<file path="config.mk">
export PLATFORM = sky130hd
export DESIGN_NAME = m68k_bus_arbiter
export DESIGN_NICKNAME = d
export VERILOG_FILES = /design/src/rtl/m68k_bus_arbiter.sv
export SDC_FILE = /design/constraint.sdc
export NUM_CORES = 1
export LEC_CHECK = 0
export BUFFER_PORTS_ARGS = -buffer_cell sky130_fd_sc_hd__buf_2
export CAP_MARGIN = 0
export CORE_ASPECT_RATIO = 1.5
export CORE_UTILIZATION = 25
export DETAILED_ROUTE_END_ITERATION = 6
export GPL_TIMING_DRIVEN = 0
export PLACE_DENSITY = 0.4
export SETUP_SLACK_MARGIN = 0.3
export SLEW_MARGIN = 40
export SYNTH_ARGS = -nofsm -noshare
export SYNTH_HDL_FRONTEND = slang
export SYNTH_SLANG_ARGS = --single-unit
</file>
<file path="constraint.sdc">
create_clock -name c7m -period 1.7 [get_ports c7m]
set_input_delay 0.085 -clock c7m [delete_from_list [all_inputs] [get_ports c7m]]
set_output_delay 0.085 -clock c7m [all_outputs]
set_load 0.05 [all_outputs]
</file>
<file path="src/rtl/m68k_bus_arbiter.sv">
// 68000 bus arbitration (BR_n/BG_n/BGACK_n) for external DMA masters, clocked on the c7m falling edge.
// Optional Pi fairness between back-to-back DMA tenures is enabled with `define M68K_ARB_FAIR_EN.
module m68k_bus_arbiter #(
    parameter int SYNC_STAGES     = 2,
    parameter int GRANT_TIMEOUT   = 15,
    parameter int RECOVERY_CYCLES = 2
) (
    input  logic       c7m,
    input  logic       reset,
    input  logic       br_n,
    input  logic       bgack_n,
    input  logic       cycle_idle,
    input  logic       op_req_pending,
    output logic       bg_n,
    output logic       hold_req,
    output logic       bus_released,
    output logic [1:0] arb_state
);

    localparam int CNT_MAX = (GRANT_TIMEOUT > RECOVERY_CYCLES) ? GRANT_TIMEOUT : RECOVERY_CYCLES;
    localparam int CNT_W   = $clog2(CNT_MAX + 1);
    localparam logic [CNT_W-1:0] GRANT_LIM = CNT_W'(GRANT_TIMEOUT);
    localparam logic [CNT_W-1:0] REC_LIM   = CNT_W'(RECOVERY_CYCLES);

    typedef enum logic [2:0] {
        ST_OWN   = 3'd0,
        ST_PEND  = 3'd1,
        ST_GRANT = 3'd2,
        ST_EXT   = 3'd3,
        ST_REC   = 3'd4
    } arb_state_e;

    arb_state_e             state_q, state_d;
    logic [CNT_W-1:0]       cnt_q, cnt_d;
    logic [SYNC_STAGES-1:0] br_sync_q, bgack_sync_q;
    logic                   br_s, bgack_s;
    logic                   bg_n_q, hold_req_q, bus_released_q;
    logic [1:0]             arb_state_q;
    logic                   owe_pi_q, owe_pi_d, seen_busy_q, seen_busy_d;

    assign br_s    = br_sync_q[SYNC_STAGES-1];
    assign bgack_s = bgack_sync_q[SYNC_STAGES-1];

`ifndef M68K_ARB_FAIR_EN
    logic unused_op_req_s;
    assign unused_op_req_s = op_req_pending;
`endif

    // State, counters, synchronisers and registered outputs (outputs decoded from next state)
    always_ff @(negedge c7m) begin
        if (reset) begin
            state_q        <= ST_OWN;
            cnt_q          <= '0;
            br_sync_q      <= '1;
            bgack_sync_q   <= '1;
            bg_n_q         <= 1'b1;
            hold_req_q     <= 1'b0;
            bus_released_q <= 1'b0;
            arb_state_q    <= 2'd0;
            owe_pi_q       <= 1'b0;
            seen_busy_q    <= 1'b0;
        end else begin
            state_q        <= state_d;
            cnt_q          <= cnt_d;
            br_sync_q      <= {br_sync_q[SYNC_STAGES-2:0], br_n};
            bgack_sync_q   <= {bgack_sync_q[SYNC_STAGES-2:0], bgack_n};
            bg_n_q         <= (state_d != ST_GRANT);
            hold_req_q     <= (state_d != ST_OWN);
            bus_released_q <= (state_d == ST_GRANT) || (state_d == ST_EXT) || (state_d == ST_REC);
            owe_pi_q       <= owe_pi_d;
            seen_busy_q    <= seen_busy_d;
            case (state_d)
                ST_OWN:   arb_state_q <= 2'd0;
                ST_PEND:  arb_state_q <= 2'd1;
                ST_GRANT: arb_state_q <= 2'd2;
                default:  arb_state_q <= 2'd3;
            endcase
        end
    end

    // Next-state logic, grant/recovery counter and fairness bookkeeping
    always_comb begin
        state_d     = state_q;
        cnt_d       = cnt_q;
        owe_pi_d    = 1'b0;
        seen_busy_d = 1'b0;
`ifdef M68K_ARB_FAIR_EN
        // The debt clears only once the engine has left idle and come back
        owe_pi_d    = owe_pi_q;
        seen_busy_d = seen_busy_q;
        if (owe_pi_q) begin
            if (!cycle_idle) begin
                seen_busy_d = 1'b1;
            end else if (seen_busy_q) begin
                owe_pi_d    = 1'b0;
                seen_busy_d = 1'b0;
            end else begin
                seen_busy_d = seen_busy_q;
            end
        end else begin
            seen_busy_d = 1'b0;
        end
`endif
        case (state_q)
            ST_OWN: begin
                cnt_d = '0;
                if (!bgack_s) begin
                    state_d = ST_EXT;
                end else if (!br_s && !owe_pi_q) begin
                    state_d = ST_PEND;
                end else begin
                    state_d = ST_OWN;
                end
            end
            ST_PEND: begin
                if (br_s) begin
                    state_d = ST_OWN;
                end else if (cycle_idle) begin
                    state_d = ST_GRANT;
                    cnt_d   = CNT_W'(1);
                end else begin
                    state_d = ST_PEND;
                end
            end
            ST_GRANT: begin
                if (!bgack_s) begin
                    state_d = ST_EXT;
                    cnt_d   = '0;
                end else if (br_s && (cnt_q == GRANT_LIM)) begin
                    state_d = ST_OWN;
                    cnt_d   = '0;
                end else if (cnt_q != GRANT_LIM) begin
                    cnt_d = cnt_q + CNT_W'(1);
                end else begin
                    cnt_d = cnt_q;
                end
            end
            ST_EXT: begin
                cnt_d = '0;
                if (bgack_s) begin
                    state_d = ST_REC;
                    cnt_d   = CNT_W'(1);
                end else begin
                    state_d = ST_EXT;
                end
            end
            ST_REC: begin
                if (!bgack_s) begin
                    state_d = ST_EXT;
                    cnt_d   = '0;
                end else if (cnt_q >= REC_LIM) begin
                    cnt_d = '0;
`ifdef M68K_ARB_FAIR_EN
                    if (op_req_pending) begin
                        state_d     = ST_OWN;
                        owe_pi_d    = 1'b1;
                        seen_busy_d = 1'b0;
                    end else if (!br_s) begin
                        state_d = ST_PEND;
                    end else begin
                        state_d = ST_OWN;
                    end
`else
                    if (!br_s) begin
                        state_d = ST_PEND;
                    end else begin
                        state_d = ST_OWN;
                    end
`endif
                end else begin
                    cnt_d = cnt_q + CNT_W'(1);
                end
            end
            default: begin
                state_d = ST_OWN;
                cnt_d   = '0;
            end
        endcase
    end

    assign bg_n         = bg_n_q;
    assign hold_req     = hold_req_q;
    assign bus_released = bus_released_q;
    assign arb_state    = arb_state_q;

endmodule

</file>
## Word-level counts from Yosys, hierarchy flattened

Index checks and enable logic that the tools add are counted.

| operators by class | value |
|---|---|
| add/sub/neg operators | 1 |
| $lt $le $gt $ge | 1 |
| equal/unequal tests | 14 |
| muxes and demuxes | 20 |
| reduce and logical (&&, ||, !) cells | 7 |

Operators by type and width:

| kind | number |
|---|---|
| 2-to-1 mux 4 bit | 7 |
| one-hot mux 4 bit (4 select lines) | 1 |
| 2-to-1 mux 3 bit | 5 |
| one-hot mux 3 bit (5 select lines) | 1 |
| equality test 3 x 2 -> 1 bit (second input constant) | 4 |
| inequality test 4 bit (second input constant) | 2 |
| equality test 3 x 1 -> 1 bit (second input constant) | 2 |
| equality test 3 bit (second input constant) | 2 |
| logical NOT 3 bit | 2 |
| 2-to-1 mux 2 bit | 3 |
| one-hot mux 2 bit (3 select lines) | 1 |
| adder 4 x 1 -> 4 bit (second input constant) | 1 |
| equality test 4 bit (second input constant) | 1 |
| greater-or-equal comparator 4 x 2 -> 1 bit (second input constant) | 1 |
| inequality test 2 bit (second input constant) | 2 |
| inequality test 3 x 2 -> 1 bit (second input constant) | 1 |
| AND reduction 3 bit | 1 |
| nonzero test 3 bit | 1 |
| logical OR 1 bit | 2 |
| 2-to-1 mux 1 bit | 2 |
| logical AND 1 bit | 1 |

| word-level totals | value |
|---|---|
| bits in registers | 16 |
| input port bits | 6 |
| output and inout bits | 5 |
| word-level logic and storage cells | 51 |

## Longest topological paths before layout

| logic depth | value |
|---|---|
| depth in word-level cells | 8 |
| mapped depth | 6 |
| depth with buffers taken out | 6 |

==> run_results.csv <==
group,metric,value,unit
place,place_congestion,0.7737,
power_and_ir_drop,finalPower,0.0009928,W
setup_path,critPathMaxStageDelay,0.32,ns
yosys,synthArstFlopShare,0,%
yosys,post-synth-top-area-cell,"dfxtp_1",
cts,cts_sinks,16,
yosys,synth.area.top_cells,"dfxtp_1 45%, o2bb2ai_1 3.7%, ha_1 3.5%",
place,place_hpwl,1198,um
drt,vias,636,
final_layout,area_growth,48.95,%
setup_path,cp_num_cells,1,
drt,routed_via_density,4.511,
final_layout,nets,113,
global_routing,antenna_found_initial,0,
yosys,synthTopCellsByCount,"16 x dfxtp_1, 6 x inv_1, 6 x nand2_1",
final_layout,drive_above_1_share,38.46,%
floorplan,core,2676,um^2
setup_path,r2r_start,"cnt_q[1]$_SDFFE_NP0P_",
drt,dr.pass1.iters,4,
setup_path,cp_cell_sequence,"buf_6",
sta,finalClockSkew,0.01014,ns
cts,cts-root-buf,"clkbuf_8",
yosys,ys_ff_latch,16,
global_routing,grtUsageTotal,13.13,%
global_routing,grt_pass1_vias,749,
sta,rsz0062_at_grt,"yes",
setup_path,r2r_setup_slack,0.30,ns
setup_path,cp-startpoint,"arb_state[1]$_SDFF_NP0_",
sta,slew_headroom,80.31,%
yosys,synthCells,76,
run_status,violations,"setup timing",
cts,clk_pin_slew,0.03,ns
setup_path,crit_buf_inv,1,
job,max_cap_viol_count,0,
sta,setup_ws,-0.01994,ns
run_status,status,"finished with violations",
yosys,syn-num-nets,84,
setup_path,cp_slowest_cell,"dfxtp_2",
yosys,synth_area,713.2,um^2
cts,cts_made_buffers,3,
setup_path,start_kind,"flip-flop",
setup_path,worstSetupPathType,"flip-flop to output pin",
setup_path,reg2reg_depth,5,
setup_path,critical_path.top_delay_family,"flip-flops",
setup_path,cp.required,1.62,ns
floorplan,pin_count,11,
final_layout,fin_cells,141,
floorplan,die-area,3075,um^2
floorplan,die_w,45.61,um
place,numPortBuffers,9,
drt,initialDrtViolationCount,10,
final_layout,fin_util,39.69,%
global_routing,overflow,0,
yosys,netlist.area_leader.share,44.91,%
power_and_ir_drop,power_density,934.6,nW/um^2
yosys,yosysMostFrequentCell,"dfxtp_1",
drt,ant_nets,0,
yosys,ys.flop_type,"dfxtp_1",
drt,wl,1677,um
setup_path,cp.arrival,1.63,ns
sta,slew_violations,0,
setup_path,cp-endpoint,"arb_state[1]",
cts,clockBufferDepth,2,
cts,h-tree-depth,1,
final_layout,diodes,0,
yosys,synth-edff-count,0,
yosys,synth_area_per_cell,9.384,um^2
setup_path,cp_max_fo,1,
drt,drcViolationCount,0,
cts,post-cts-setup-buffer-count,0,
floorplan,start_util,26.65,%
setup_path,rr_endpoint,"cnt_q[0]$_SDFFE_NP0P_",
sta,setup_viol,5,
sta,worstMarginPinSlew,0.2930,ns
sta,finalHoldViolCount,0,
setup_path,worst_setup_path_end_kind,"output pin",
global_routing,grt_pass1_wl,2925,um
floorplan,die_h,67.42,um
floorplan,num_rows,23,
place,placed_cells,122,
worst_hold_path,hold_path_class,"flip-flop to flip-flop",
power_and_ir_drop,p_leak,0.4695,nW
yosys,seq_area_frac_synth,44.91,%
global_routing,grt_start_max_net_pins,11,
cts,tritoncts,"built",
power_and_ir_drop,peakVddDrop,540.1,uV
cts,clk_latency,0.32,ns
drt,wl_per_cell,11.89,um
yosys,yosys_warnings,0,
yosys,ys_types,32,
-- sequential cells by signal, summed over array words and instances, names as in the netlist --
name          flops
bgack_sync_q      2
bus_released      1
bg_n              1
state_q           3
arb_state         2
br_sync_q         2
hold_req          1
cnt_q             4
-- worst min-delay path by stage --
stage                                     startpoint                         end  cells past startpoint
final                        br_sync_q[0]$_SDFF_NP1_     br_sync_q[1]$_SDFF_NP1_                      1
after global routing         br_sync_q[0]$_SDFF_NP1_     br_sync_q[1]$_SDFF_NP1_                      1
after CTS                    br_sync_q[0]$_SDFF_NP1_     br_sync_q[1]$_SDFF_NP1_                      1
after detailed placement     br_sync_q[0]$_SDFF_NP1_     br_sync_q[1]$_SDFF_NP1_                      1
after global placement    bgack_sync_q[0]$_SDFF_NP1_  bgack_sync_q[1]$_SDFF_NP1_                      1
after floorplan           bgack_sync_q[0]$_SDFF_NP1_  bgack_sync_q[1]$_SDFF_NP1_                      1
-- through the flow --
step | area [um^2] | TNS (ns) | hold WS (ns) | setup WS, ns
final | 1062 | -0.06659 | 0.4219 | -0.01994
after global routing | 1062 | -0.2209 | 0.4191 | -0.05706
after CTS | 1021 | -0.1065 | 0.4215 | -0.03113
after detailed placement | 842.1 | -0.6389 | 0.4136 | -0.1199
after global placement | 842.1 | -0.6195 | 0.4113 | -0.1022
after floorplan | 750.7 | 0 | 0.4092 | 0.06202
-- area by class of cell --
type                    count  area (um^2)
inverters                   5        18.77
clock inverters            17        65.06
well taps                  37        46.29
repair buffers              9        97.59
plain buffers               1        25.02
clock buffers               3        41.29
fillers                   283         1614
flip-flops and latches     16        332.8
multi-input cells          53        435.4
-- report_power, final --
| group | internal, W | switching (W) | total (W) |
|---|---|---|---|
| clock network | 0.000211 | 0.000226 | 0.000437 |
| registers | 0.000400 | 0.0000182 | 0.000418 |
| logic | 0.0000647 | 0.0000735 | 0.000138 |
-- logic make-up (layout without fill, tap and decap cells) --
group	count (synthesis)	count (layout)	share of synthesized area [%]
buffers and inverters	7	35	3.683
XOR/XNOR	1	1	1.228
AO/OA/AOI/OAI	18	18	20.18
flip-flops	16	16	44.91
adder cells (fa/ha/maj)	2	2	3.508
AND/OR/NAND/NOR	32	32	26.49
-- timing repair --
| item | CTS | global route |
|---|---|---|
| hold buffers | 0 | 0 |
| pin swaps | 5 | 8 |
| endpoints found under the setup margin | 16 | 15 |
| gates resized for setup | 24 | 10 |
-- layout by cell type (no fill, tap or decap), types with 2 or more instances in the layout --
master | synthesis | routed
a21oi_1 | 3 | 2
nand4_1 | 2 | 2
nand2b_1 | 2 | 2
dfxtp_2 | 0 | 7
o21ai_1 | 0 | 2
clkbuf_8 | 0 | 3
nor2_1 | 3 | 2
inv_1 | 6 | 20
buf_6 | 0 | 2
buf_8 | 0 | 4
nor3_1 | 2 | 2
o211ai_1 | 2 | 2
nand3_1 | 3 | 3
dfxtp_1 | 16 | 8
o2bb2ai_1 | 3 | 3
nand2_1 | 6 | 6
buf_2 | 0 | 3
or2_4 | 0 | 4
-- metal layers --
| layer | track usage, % | share of wire, % | vias to the layer above |
|---|---|---|---|
| met1 | 11.17 | 38 | 291 |
| met4 | 7.197 | 1.5 | 0 |
| met3 | 7.487 | 5.1 | 5 |
| li1 | - | - | 325 |
| met5 | 0 | 0 | - |
| met2 | 23.04 | 55 | 15 |
Note: power is estimated with default switching activity, not from simulation.
